## src/rtl/ps2_arrow_keys_pkg.sv

```systemverilog
// Shared constants for the PS/2 arrow-key decoder: arrow bit positions
// (same encoding the car controller uses) and the scancodes of interest.
package ps2_arrow_keys_pkg;

    localparam int unsigned KeyUp    = 0;
    localparam int unsigned KeyDown  = 1;
    localparam int unsigned KeyLeft  = 2;
    localparam int unsigned KeyRight = 3;

    localparam logic [7:0] ScExt   = 8'hE0;
    localparam logic [7:0] ScBrk   = 8'hF0;
    localparam logic [7:0] ScUp    = 8'h75;
    localparam logic [7:0] ScDown  = 8'h72;
    localparam logic [7:0] ScLeft  = 8'h6B;
    localparam logic [7:0] ScRight = 8'h74;

    typedef enum logic [1:0] {
        StIdle,
        StExt,
        StBrk,
        StExtBrk
    } dec_state_e;

    // One-hot arrow mask for a scancode; zero for anything that is not an arrow.
    function automatic logic [3:0] arrow_mask(input logic [7:0] code);
        logic [3:0] mask;
        mask = '0;
        case (code)
            ScUp:    mask[KeyUp]    = 1'b1;
            ScDown:  mask[KeyDown]  = 1'b1;
            ScLeft:  mask[KeyLeft]  = 1'b1;
            ScRight: mask[KeyRight] = 1'b1;
            default: mask = '0;
        endcase
        return mask;
    endfunction

endpackage

```

## src/rtl/ps2_rx.sv

```systemverilog
// PS/2 receiver: synchronizes the keyboard lines, debounces the clock,
// deserializes 11-bit frames and abandons frames that stall.
module ps2_rx #(
    parameter int unsigned FILTER_LEN     = 8,
    parameter int unsigned TIMEOUT_CYCLES = 65000
) (
    input  logic       pclk,
    input  logic       rst,
    input  logic       ps2_clk,
    input  logic       ps2_data,
    output logic [7:0] data_byte,
    output logic       byte_valid,
    output logic       frame_err
);
    localparam int unsigned FiltW = $clog2(FILTER_LEN + 1);
    localparam int unsigned TmoW  = $clog2(TIMEOUT_CYCLES + 1);
    localparam logic [FiltW-1:0] FiltLast = FiltW'(FILTER_LEN - 1);
    localparam logic [TmoW-1:0]  TmoLast  = TmoW'(TIMEOUT_CYCLES - 1);

    logic [1:0]       clk_sync_q;
    logic [1:0]       data_sync_q;
    logic             clk_s;
    logic             data_s;
    logic             filt_q;
    logic [FiltW-1:0] filt_cnt_q;
    logic             fall;
    logic [3:0]       bit_cnt_q;
    logic [7:0]       shift_q;
    logic             parity_q;
    logic [TmoW-1:0]  tmo_q;

    // Two-flop synchronizers on both keyboard lines, idle-high
    always_ff @(posedge pclk) begin
        if (rst) begin
            clk_sync_q  <= 2'b11;
            data_sync_q <= 2'b11;
        end else begin
            clk_sync_q  <= {clk_sync_q[0], ps2_clk};
            data_sync_q <= {data_sync_q[0], ps2_data};
        end
    end

    assign clk_s  = clk_sync_q[1];
    assign data_s = data_sync_q[1];

    // High this cycle exactly when the filtered clock is about to drop 1->0
    assign fall = filt_q && !clk_s && (filt_cnt_q == FiltLast);

    // Clock filter: flip only after FILTER_LEN consecutive samples at the new level
    always_ff @(posedge pclk) begin
        if (rst) begin
            filt_q     <= 1'b1;
            filt_cnt_q <= '0;
        end else if (clk_s != filt_q) begin
            if (filt_cnt_q == FiltLast) begin
                filt_q     <= clk_s;
                filt_cnt_q <= '0;
            end else begin
                filt_cnt_q <= filt_cnt_q + 1'b1;
            end
        end else begin
            filt_cnt_q <= '0;
        end
    end

    // Deserializer with stall timeout; byte_valid/frame_err are one-cycle pulses
    always_ff @(posedge pclk) begin
        if (rst) begin
            bit_cnt_q  <= 4'd0;
            shift_q    <= 8'd0;
            parity_q   <= 1'b0;
            tmo_q      <= '0;
            byte_valid <= 1'b0;
            frame_err  <= 1'b0;
        end else begin
            byte_valid <= 1'b0;
            frame_err  <= 1'b0;
            if (fall) begin
                tmo_q <= '0;
                if (bit_cnt_q == 4'd0) begin
                    // A high start bit is line noise, not a frame
                    if (!data_s) bit_cnt_q <= 4'd1;
                end else if (bit_cnt_q <= 4'd8) begin
                    shift_q   <= {data_s, shift_q[7:1]};
                    bit_cnt_q <= bit_cnt_q + 4'd1;
                end else if (bit_cnt_q == 4'd9) begin
                    parity_q  <= data_s;
                    bit_cnt_q <= 4'd10;
                end else begin
                    if ((^{shift_q, parity_q}) && data_s) byte_valid <= 1'b1;
                    else                                  frame_err  <= 1'b1;
                    bit_cnt_q <= 4'd0;
                end
            end else if (bit_cnt_q != 4'd0) begin
                if (tmo_q == TmoLast) begin
                    bit_cnt_q <= 4'd0;
                    tmo_q     <= '0;
                end else begin
                    tmo_q <= tmo_q + 1'b1;
                end
            end else begin
                tmo_q <= '0;
            end
        end
    end

    assign data_byte = shift_q;

endmodule

```

## src/rtl/ps2_arrow_keys.sv

```systemverilog
// Arrow-key tracker: decodes extended make/break scancodes from a PS/2
// keyboard into a held up/down/left/right state vector.
module ps2_arrow_keys
    import ps2_arrow_keys_pkg::*;
#(
    parameter int unsigned FILTER_LEN     = 8,
    parameter int unsigned TIMEOUT_CYCLES = 65000
) (
    input  logic       pclk,
    input  logic       rst,
    input  logic       ps2_clk,
    input  logic       ps2_data,
    output logic [3:0] key,
    output logic       frame_err
);
    logic [7:0] rx_byte;
    logic       byte_valid;
    logic [3:0] code_mask;
    dec_state_e state_q;

    ps2_rx #(
        .FILTER_LEN    (FILTER_LEN),
        .TIMEOUT_CYCLES(TIMEOUT_CYCLES)
    ) u_rx (
        .pclk      (pclk),
        .rst       (rst),
        .ps2_clk   (ps2_clk),
        .ps2_data  (ps2_data),
        .data_byte (rx_byte),
        .byte_valid(byte_valid),
        .frame_err (frame_err)
    );

    assign code_mask = arrow_mask(rx_byte);

    // Scancode decoder; only advances on a good byte, key is registered here
    always_ff @(posedge pclk) begin
        if (rst) begin
            state_q <= StIdle;
            key     <= 4'b0000;
        end else if (byte_valid) begin
            unique case (state_q)
                StIdle: begin
                    if (rx_byte == ScExt)      state_q <= StExt;
                    else if (rx_byte == ScBrk) state_q <= StBrk;
                    else                       state_q <= StIdle;
                end
                StExt: begin
                    if (rx_byte == ScBrk) begin
                        state_q <= StExtBrk;
                    end else if (rx_byte == ScExt) begin
                        state_q <= StExt;
                    end else begin
                        key     <= key | code_mask;
                        state_q <= StIdle;
                    end
                end
                StExtBrk: begin
                    key     <= key & ~code_mask;
                    state_q <= StIdle;
                end
                StBrk: begin
                    state_q <= StIdle;
                end
            endcase
        end
    end

endmodule

```

## config.mk

```make
export PLATFORM = sky130hd
export DESIGN_NAME = ps2_arrow_keys
export DESIGN_NICKNAME = d
export VERILOG_FILES = /design/src/rtl/ps2_arrow_keys_pkg.sv /design/src/rtl/ps2_rx.sv /design/src/rtl/ps2_arrow_keys.sv
export SDC_FILE = /design/constraint.sdc
export NUM_CORES = 1
export LEC_CHECK = 0
export CAP_MARGIN = 20
export CORE_MARGIN = 8
export CORE_UTILIZATION = 49
export DETAILED_ROUTE_END_ITERATION = 10
export GPL_TIMING_DRIVEN = 0
export PLACE_DENSITY_LB_ADDON = 0.3
export SYNTH_ARGS = -nofsm -noshare
export SYNTH_HDL_FRONTEND = slang
export SYNTH_SLANG_ARGS = --single-unit
```

## constraint.sdc

```tcl
create_clock -name pclk -period 2.1 [get_ports pclk]
set_input_delay 0.21 -clock pclk [delete_from_list [all_inputs] [get_ports pclk]]
set_output_delay 0.21 -clock pclk [all_outputs]
set_load 0.005 [all_outputs]
```

==> results.md, run 1 <==
* P&R area growth vs syn at 10.6%
* Reg2reg path depth at 7
* Slowest stage delay, CP at ~500 ps
* Root Buffer: clkbuf_8
* Initial Utilization at between 50% and 60%
* Cell row count at 24
* Maxcap violations at 0
* Bufs on Longest Clock Path at 2
* Gr usage total at around an eighth
* Setup Viol. Count Final at 0
* Placed Cells at between 300 and 400
* Die width at between 80 and 90 um
* Post-DR vias/cell at 5.52
* Synth Area per Inst at approximately 8.9 um^2
* Num CTS Buffers at 5
* Htree depth at 2
* Worst Path Buf+Inv at 2
* Yosys warnings at 0
* Post-synthesis sequential area ratio at a little over two fifths
* Synthesized flop and latch total at between 40 and 50
* RD Place Congestion at approximately 0.86
* Number of global-route vias before repair at about 1700
* Die span in y at around 83 um
* DRC Markers at 0
* First-pass GRT wire length at 7380 um
* DR pass1 iterations at 4
* Largest net degree at the start of global routing at 14
* DP HPWL at slightly below 3000 um
* CTS tree: built
* Initial DRC Count at 86
* Worst Max-Slew Pin Slew at just over 600 ps
* Synth top cells by count: dfxtp_1 (46), nor2_1 (25), a21oi_1 (18)
* Layout cells sized above 1 at 6.51%
* Pwr dens at between 600 and 700 mW/mm^2
* Syn nets at roughly 260
* # clock sinks at between 40 and 50
* HP Class: primary input to flip-flop
* Worst-Skew Late Latency at approximately 300 ps
* Min Tclk post-route at between 1500 and 2000 ps
* CP Depth at 7
* Max rail drop VDD at just over 400 uV
* Post-Layout Cell Count at approximately 310
* Worst Setup End Kind: flip-flop
* Max_slew headroom at around three fifths
* Final Slew Violations at 0
* RSZ-0062 raised after global routing: no
* CP max FO at 10
* Fillers at between 300 and 400
* Min-delay src: rst
* Total Wirelength at slightly above 4000 um
* Fmax at slightly above 500 MHz
* Clk pin slew, worst setup/hold paths at around 90 ps
* Post-route clock skew at approximately 10 ps
* Final Hold Vio Count at 0
* Share of flip-flops with an asynchronous set or reset at 0%
* Worst path most repeated cell: nor2_1
* Routed length per instance at about 13 um
* Leak at between 0.8 and 0.9 nW
* Synth top area share at 42.1%
* Post-CTS setup buffer count at 0
* Critical Path Source Type: flip-flop
* Most used DFF post-synth: dfxtp_1
* Met3 GRT Util at between 3 and 4%
* Worst R2R End: u_rx.tmo_q[8]
* Outcome: complete, no violations
* Port Buffers at 7
* Met1 Usage GRT at between 10% and 20%
* Critical path data arrival time at between 2000 and 2500 ps
* Synth Instances at around 250
* TNS Setup at 0 ps
* Met2 Use GR at about a fifth
* Core box area at around 0.0043 mm^2
* # nets final at between 200 and 300
* Vias at about 1700
* GRT Max-Usage Layer: met2
* CP top delay family: simple AND/OR/NAND/NOR gates
* Crit path kind: flip-flop to flip-flop
* CP Cell Sequence: inv_1, ha_1, nor3b_1, nor2_1, nand3_2, clkbuf_4, nor2_1
* Yosys cell types at 41
* # diodes at 0
* Die Area at roughly 0.0069 mm^2
* Top-count cell post-synth: dfxtp_1
* Dominant cell type by area after synthesis: dfxtp_1
* Synth top area cells: dfxtp_1 (42%), xnor2_1 (4.4%), nor2_1 (4.3%)
* Synthesized area at 0.00219 mm^2
* Total power at 1.50 mW
* Post-route ant nets at 0
* R2r startpoint: u_rx.bit_cnt_q[0]
* Slowest cell on crit path: nor3b_1
* Fin crit share at between 90 and 100%
* FF-to-FF setup slack at between 150 and 200 ps
* Worst EP required at 2290 ps
* Post-synth EDFFs at 0
* Initial antenna violation count at 0
* # IOs at 9
* Worst setup path endpoint: u_rx.tmo_q[8]
* Worst Setup SP: u_rx.bit_cnt_q[0]
* Overflow after GRT at 0
==> layer usage <==
layer  vias to the layer above  part of all wire (%)
li1                        906                     -
met1                       793                    48
met2                        22                    47
met3                         6                   3.7
met4                         0                   1.4
met5                         -                     0
==> report_power, final <==
group,internal (mW),switching (mW),leakage [nW]
Combinational,0.0224,0.0370,0.430
Clock,0.266,0.287,0.0482
Sequential,0.878,0.00574,0.372
==> cells by family (layout without fill, tap and decap cells) <==
| logic type | after synthesis | in the layout | synth area share (%) |
|---|---|---|---|
| AO/OA/AOI/OAI | 43 | 43 | 11.0 |
| XOR/XNOR | 19 | 19 | 8.86 |
| adder cells (fa/ha/maj) | 6 | 6 | 3.43 |
| buffers and inverters | 20 | 35 | 3.49 |
| flip-flops | 46 | 46 | 42.1 |
| multiplexers | 8 | 8 | 3.66 |
| AND/OR/NAND/NOR | 104 | 104 | 27.5 |
==> placed cells by master, fill, tap and decap left out, drive strengths merged, types with 3 or more instances in the layout <==
| master | count |
|---|---|
| a21oi | 18 |
| nand3 | 18 |
| clkbuf | 17 |
| mux2i | 8 |
| nor4bb | 3 |
| or3 | 3 |
| or4 | 5 |
| xor2 | 6 |
| clkdlybuf4s50 | 7 |
| nor2 | 25 |
| dfxtp | 46 |
| nand2 | 12 |
| nor3 | 4 |
| nand4b | 5 |
| or2 | 5 |
| xnor2 | 11 |
| inv | 10 |
| o21ai | 15 |
| and4b | 3 |
| nor3b | 3 |
| nand4 | 6 |
| ha | 6 |
==> what timing repair did <==
action	4_1_cts	5_1_grt
endpoints found under the hold margin	0	0
hold buffers	0	0
endpoints found under the setup margin	0	10
gates resized for setup	0	2
==> registers in the layout, indices dropped and copies added (netlist names), named ones only <==
signal            count
state_q               2
u_rx.bit_cnt_q        4
u_rx.byte_valid       1
u_rx.clk_sync_q       2
u_rx.data_byte        8
u_rx.data_sync_q      2
u_rx.filt_cnt_q       4
u_rx.filt_q           1
u_rx.frame_err        1
u_rx.parity_q         1
u_rx.tmo_q           16
==> metrics by stage <==
stage / setup slack (ps) / utilization [%] / cell area, um^2 / hold WS (ps)
3_5_place_dp: 126 / 53.8 / 2320 / 403
3_3_place_gp: 115 / 53.8 / 2320 / 392
4_1_cts: 115 / 55.9 / 2420 / 339
2_1_floorplan: 347 / - / 2190 / 314
5_1_grt: 21.5 / 56.0 / 2420 / 398
6_report: 160 / 56.0 / 2420 / 348
==> layout make-up <==
type / count / area (um^2) / share of cell area, %
inverter: 10 / 37.5 / 1.55
multi-input combinational: 180 / 1200 / 49.4
sequential: 46 / 921 / 38.0
timing repair buffer: 7 / 70.1 / 2.89
tap: 52 / 65.1 / 2.69
buffer: 10 / 41.3 / 1.70
clock inverter: 1 / 5.00 / 0.207
clock buffer: 7 / 86.3 / 3.56
==> how the worst min path moves through the flow <==
stage	end	depth (start not counted)	slack [ps]
floorplan	u_rx.clk_sync_q[0]	1	310
global placement	u_rx.data_sync_q[1]	1	390
detailed placement	u_rx.data_sync_q[1]	1	400
CTS	u_rx.byte_valid	2	340
global route	u_rx.byte_valid	2	400
finish	u_rx.byte_valid	2	350
Note: power is estimated with default switching activity, not from simulation.
==> inputs of run 2 (changes only) <==
--- a/config.mk
+++ b/config.mk
@@ -7,7 +7,7 @@
 export LEC_CHECK = 0
 export CAP_MARGIN = 20
 export CORE_MARGIN = 8
-export CORE_UTILIZATION = 49
+export CORE_UTILIZATION = 55
 export DETAILED_ROUTE_END_ITERATION = 10
 export GPL_TIMING_DRIVEN = 0
 export PLACE_DENSITY_LB_ADDON = 0.3
==> results.md, run 2 (same netlist as run 1, synthesis figures left out) <==
* Hold Path Depth at 2 (unchanged)
* Min Tclk post-route at 1910 ps (was 1940 ps)
* Max_slew headroom at 65.3% (was 59.2%)
* # nets final at 270 (unchanged)
* Leak at 0.855 nW (was 0.850 nW)
* CTS tree: built (unchanged)
* Total power at 1.48 mW (was 1.50 mW)
* # IOs at 9 (unchanged)
* Number of global-route vias before repair at 1627 (was 1721)
* Worst Setup End Kind: flip-flop (unchanged)
* Core box area at 0.00391 mm^2 (was 0.00432 mm^2)
* DR pass1 iterations at 4 (unchanged)
* RSZ-0062 raised after global routing: no (unchanged)
* Max rail drop VDD at 524 uV (was 411 uV)
* Final Hold Vio Count at 0 (unchanged)
* Sw Ratio at 23.3% (was 22.1%)
* Clk pin slew, worst setup/hold paths at 90 ps (about the same)
* HP Class: primary input to flip-flop (unchanged)
* Reg2reg path depth at 6 (was 7)
* Fmax at 524 MHz (was 515 MHz)
* Met2 Use GR at 22.5% (was 21.1%)
* Die width at 79.1 um (was 82.8 um)
* Post-Layout Cell Count at 311 (was 313)
* Routed length per instance at 12.8 um (was 13.0 um)
* Die Area at 0.00626 mm^2 (was 0.00686 mm^2)
* Gr usage total at 13.4% (was 12.3%)
* CP max FO at 10 (unchanged)
* Htree depth at 2 (unchanged)
* Hold Buf Count CTS at 0 (unchanged)
* Biggest register: u_rx.tmo_q (unchanged)
* DRC Markers at 0 (unchanged)
* First-pass GRT wire length at 6910 um (was 7380 um)
* Die span in y at 79.1 um (was 82.8 um)
* Layout cells sized above 1 at 7.66% (was 6.51%)
* TNS Setup at 0 ps (unchanged)
* Worst-Skew Late Latency at 300 ps (about the same)
* Num CTS Buffers at 5 (unchanged)
* RD Place Congestion at 0.831 (was 0.860)
* Worst EP required at 2290 ps (about the same)
* Outcome: complete, no violations (unchanged)
* Cell row count at 23 (was 24)
* Initial antenna violation count at 0 (unchanged)
* Net Sw Power at 0.346 mW (was 0.330 mW)
* Reg power frac at 59.7% (was 59.1%)
* Total Wirelength at 3980 um (was 4080 um)
* Vias at 1759 (was 1727)
* P&R area growth vs syn at 10.9% (was 10.6%)
* Most common cell after layout, fill and taps aside: dfxtp_1 (unchanged)
* Hold slack at 368 ps (was 348 ps)
* Post-route clock skew at 3.68 ps (was 10.2 ps)
* Worst Max-Slew Pin Slew at 516 ps (was 607 ps)
* Crit path kind: flip-flop to flip-flop (unchanged)
* Placed Cells at 303 (was 305)
* Port Buffers at 7 (unchanged)
* Most frequent cells in the layout: dfxtp_1 (46), nor2_1 (25), a21oi_1 (18) (unchanged)
* # clock sinks at 46 (unchanged)
* Cell-internal power at 1.14 mW (was 1.17 mW)
* Largest net degree at the start of global routing at 16 (was 14)
* Post-route ant nets at 0 (unchanged)
* Initial DRC Count at 89 (was 86)
* Post-DR vias/cell at 5.66 (was 5.52)
* Met1 Usage GRT at 15.9% (was 14.0%)
* Combinational share of power at 4.1% (was 4.0%)
* Root Buffer: clkbuf_8 (unchanged)
* Pwr dens at 610 mW/mm^2 (was 618 mW/mm^2)
* Initial Utilization at 55.9% (was 50.6%)
* Fin crit share at 90.8% (was 92.4%)
* Critical path data arrival time at 2100 ps (was 2140 ps)
* Setup Viol. Count Final at 0 (unchanged)
* Bufs on Longest Clock Path at 2 (unchanged)
* Clock power frac at 36.3% (was 37.0%)
* # diodes at 0 (unchanged)
* DP HPWL at 2850 um (was 2980 um)
* Max reg flops at 16 (unchanged)
* Overflow after GRT at 0 (unchanged)
* Final Slew Violations at 0 (unchanged)
* GRT Max-Usage Layer: met2 (unchanged)
* Maxcap violations at 0 (unchanged)
* Critical Path Source Type: flip-flop (unchanged)
* Met3 GRT Util at 2.93% (was 3.52%)
run 2: changes by cell type in the layout (fill, tap and decap cells not counted), sizes merged:
cell | before | now
clkinv | 1 | 2
clkinvlp | 0 | 1
buf | 0 | 1
clkbuf | 17 | 14
run 2: power groups by stage:
stage	Clock [mW]	Combinational [mW]	Sequential (mW)
after global placement	0	0.0577	0.904
final	0.537	0.0602	0.884
after global routing	0.584	0.0678	0.885
after CTS	0.551	0.0589	0.884
after detailed placement	0	0.0586	0.904
after floorplan	0	0.0436	0.903
run 2: per-stage QoR:
| stage | util, % | instance area, um^2 | setup WS [ps] |
|---|---|---|---|
| 4_1_cts | 61.6 | 2410 | 64.2 |
| 3_3_place_gp | 59.3 | 2320 | 92.5 |
| 6_report | 62.1 | 2430 | 193 |
| 3_5_place_dp | 59.3 | 2320 | 78.4 |
| 5_1_grt | 62.1 | 2430 | 62.0 |
| 2_1_floorplan | - | 2190 | 347 |
run 2: repair_timing:
action	CTS	global route
endpoints found under the setup margin	0	12
buffers inserted	0	0
endpoints found under the hold margin	0	0
gates resized for setup	0	3
run 2: layout make-up:
type / count / area, um^2
fill: 352 / 1490
tap: 50 / 62.6
multi-input combinational: 180 / 1210
clock inverter: 3 / 21.3
clock buffer: 5 / 68.8
timing repair buffer: 7 / 70.1
sequential: 46 / 921
inverter: 10 / 37.5
buffer: 10 / 38.8
run 2: routing by layer:
metal  vias up  wire, um
met1       816      1910
met3         7       162
met4         0        51
met2        23      1860
li1        913         -
met5         -         0
run 2: path summary, 6_finish.rpt:
kind                            from            endpoint  slack [ps]
setup / recovery       u_rx.tmo_q[0]       u_rx.tmo_q[3]         190
hold / removal                   rst     u_rx.byte_valid         370
setup reg to reg       u_rx.tmo_q[0]       u_rx.tmo_q[3]         190
hold reg to reg   u_rx.clk_sync_q[0]  u_rx.clk_sync_q[1]         410
run 2: critical path, cell delays in order (launching register included):
cell	delay, ps
dfxtp_1	380
ha_1	240
nand4b_1	110
or4_4	580
nand3_2	180
buf_2	240
nor2_1	70
==> inputs of run 3 (changes only) <==
--- a/config.mk
+++ b/config.mk
@@ -5,7 +5,6 @@
 export SDC_FILE = /design/constraint.sdc
 export NUM_CORES = 1
 export LEC_CHECK = 0
-export CAP_MARGIN = 20
 export CORE_MARGIN = 8
 export CORE_UTILIZATION = 55
 export DETAILED_ROUTE_END_ITERATION = 10
==> results of run 3 <==
No change in the layout: final DEF, timing and power equal those of run 2.
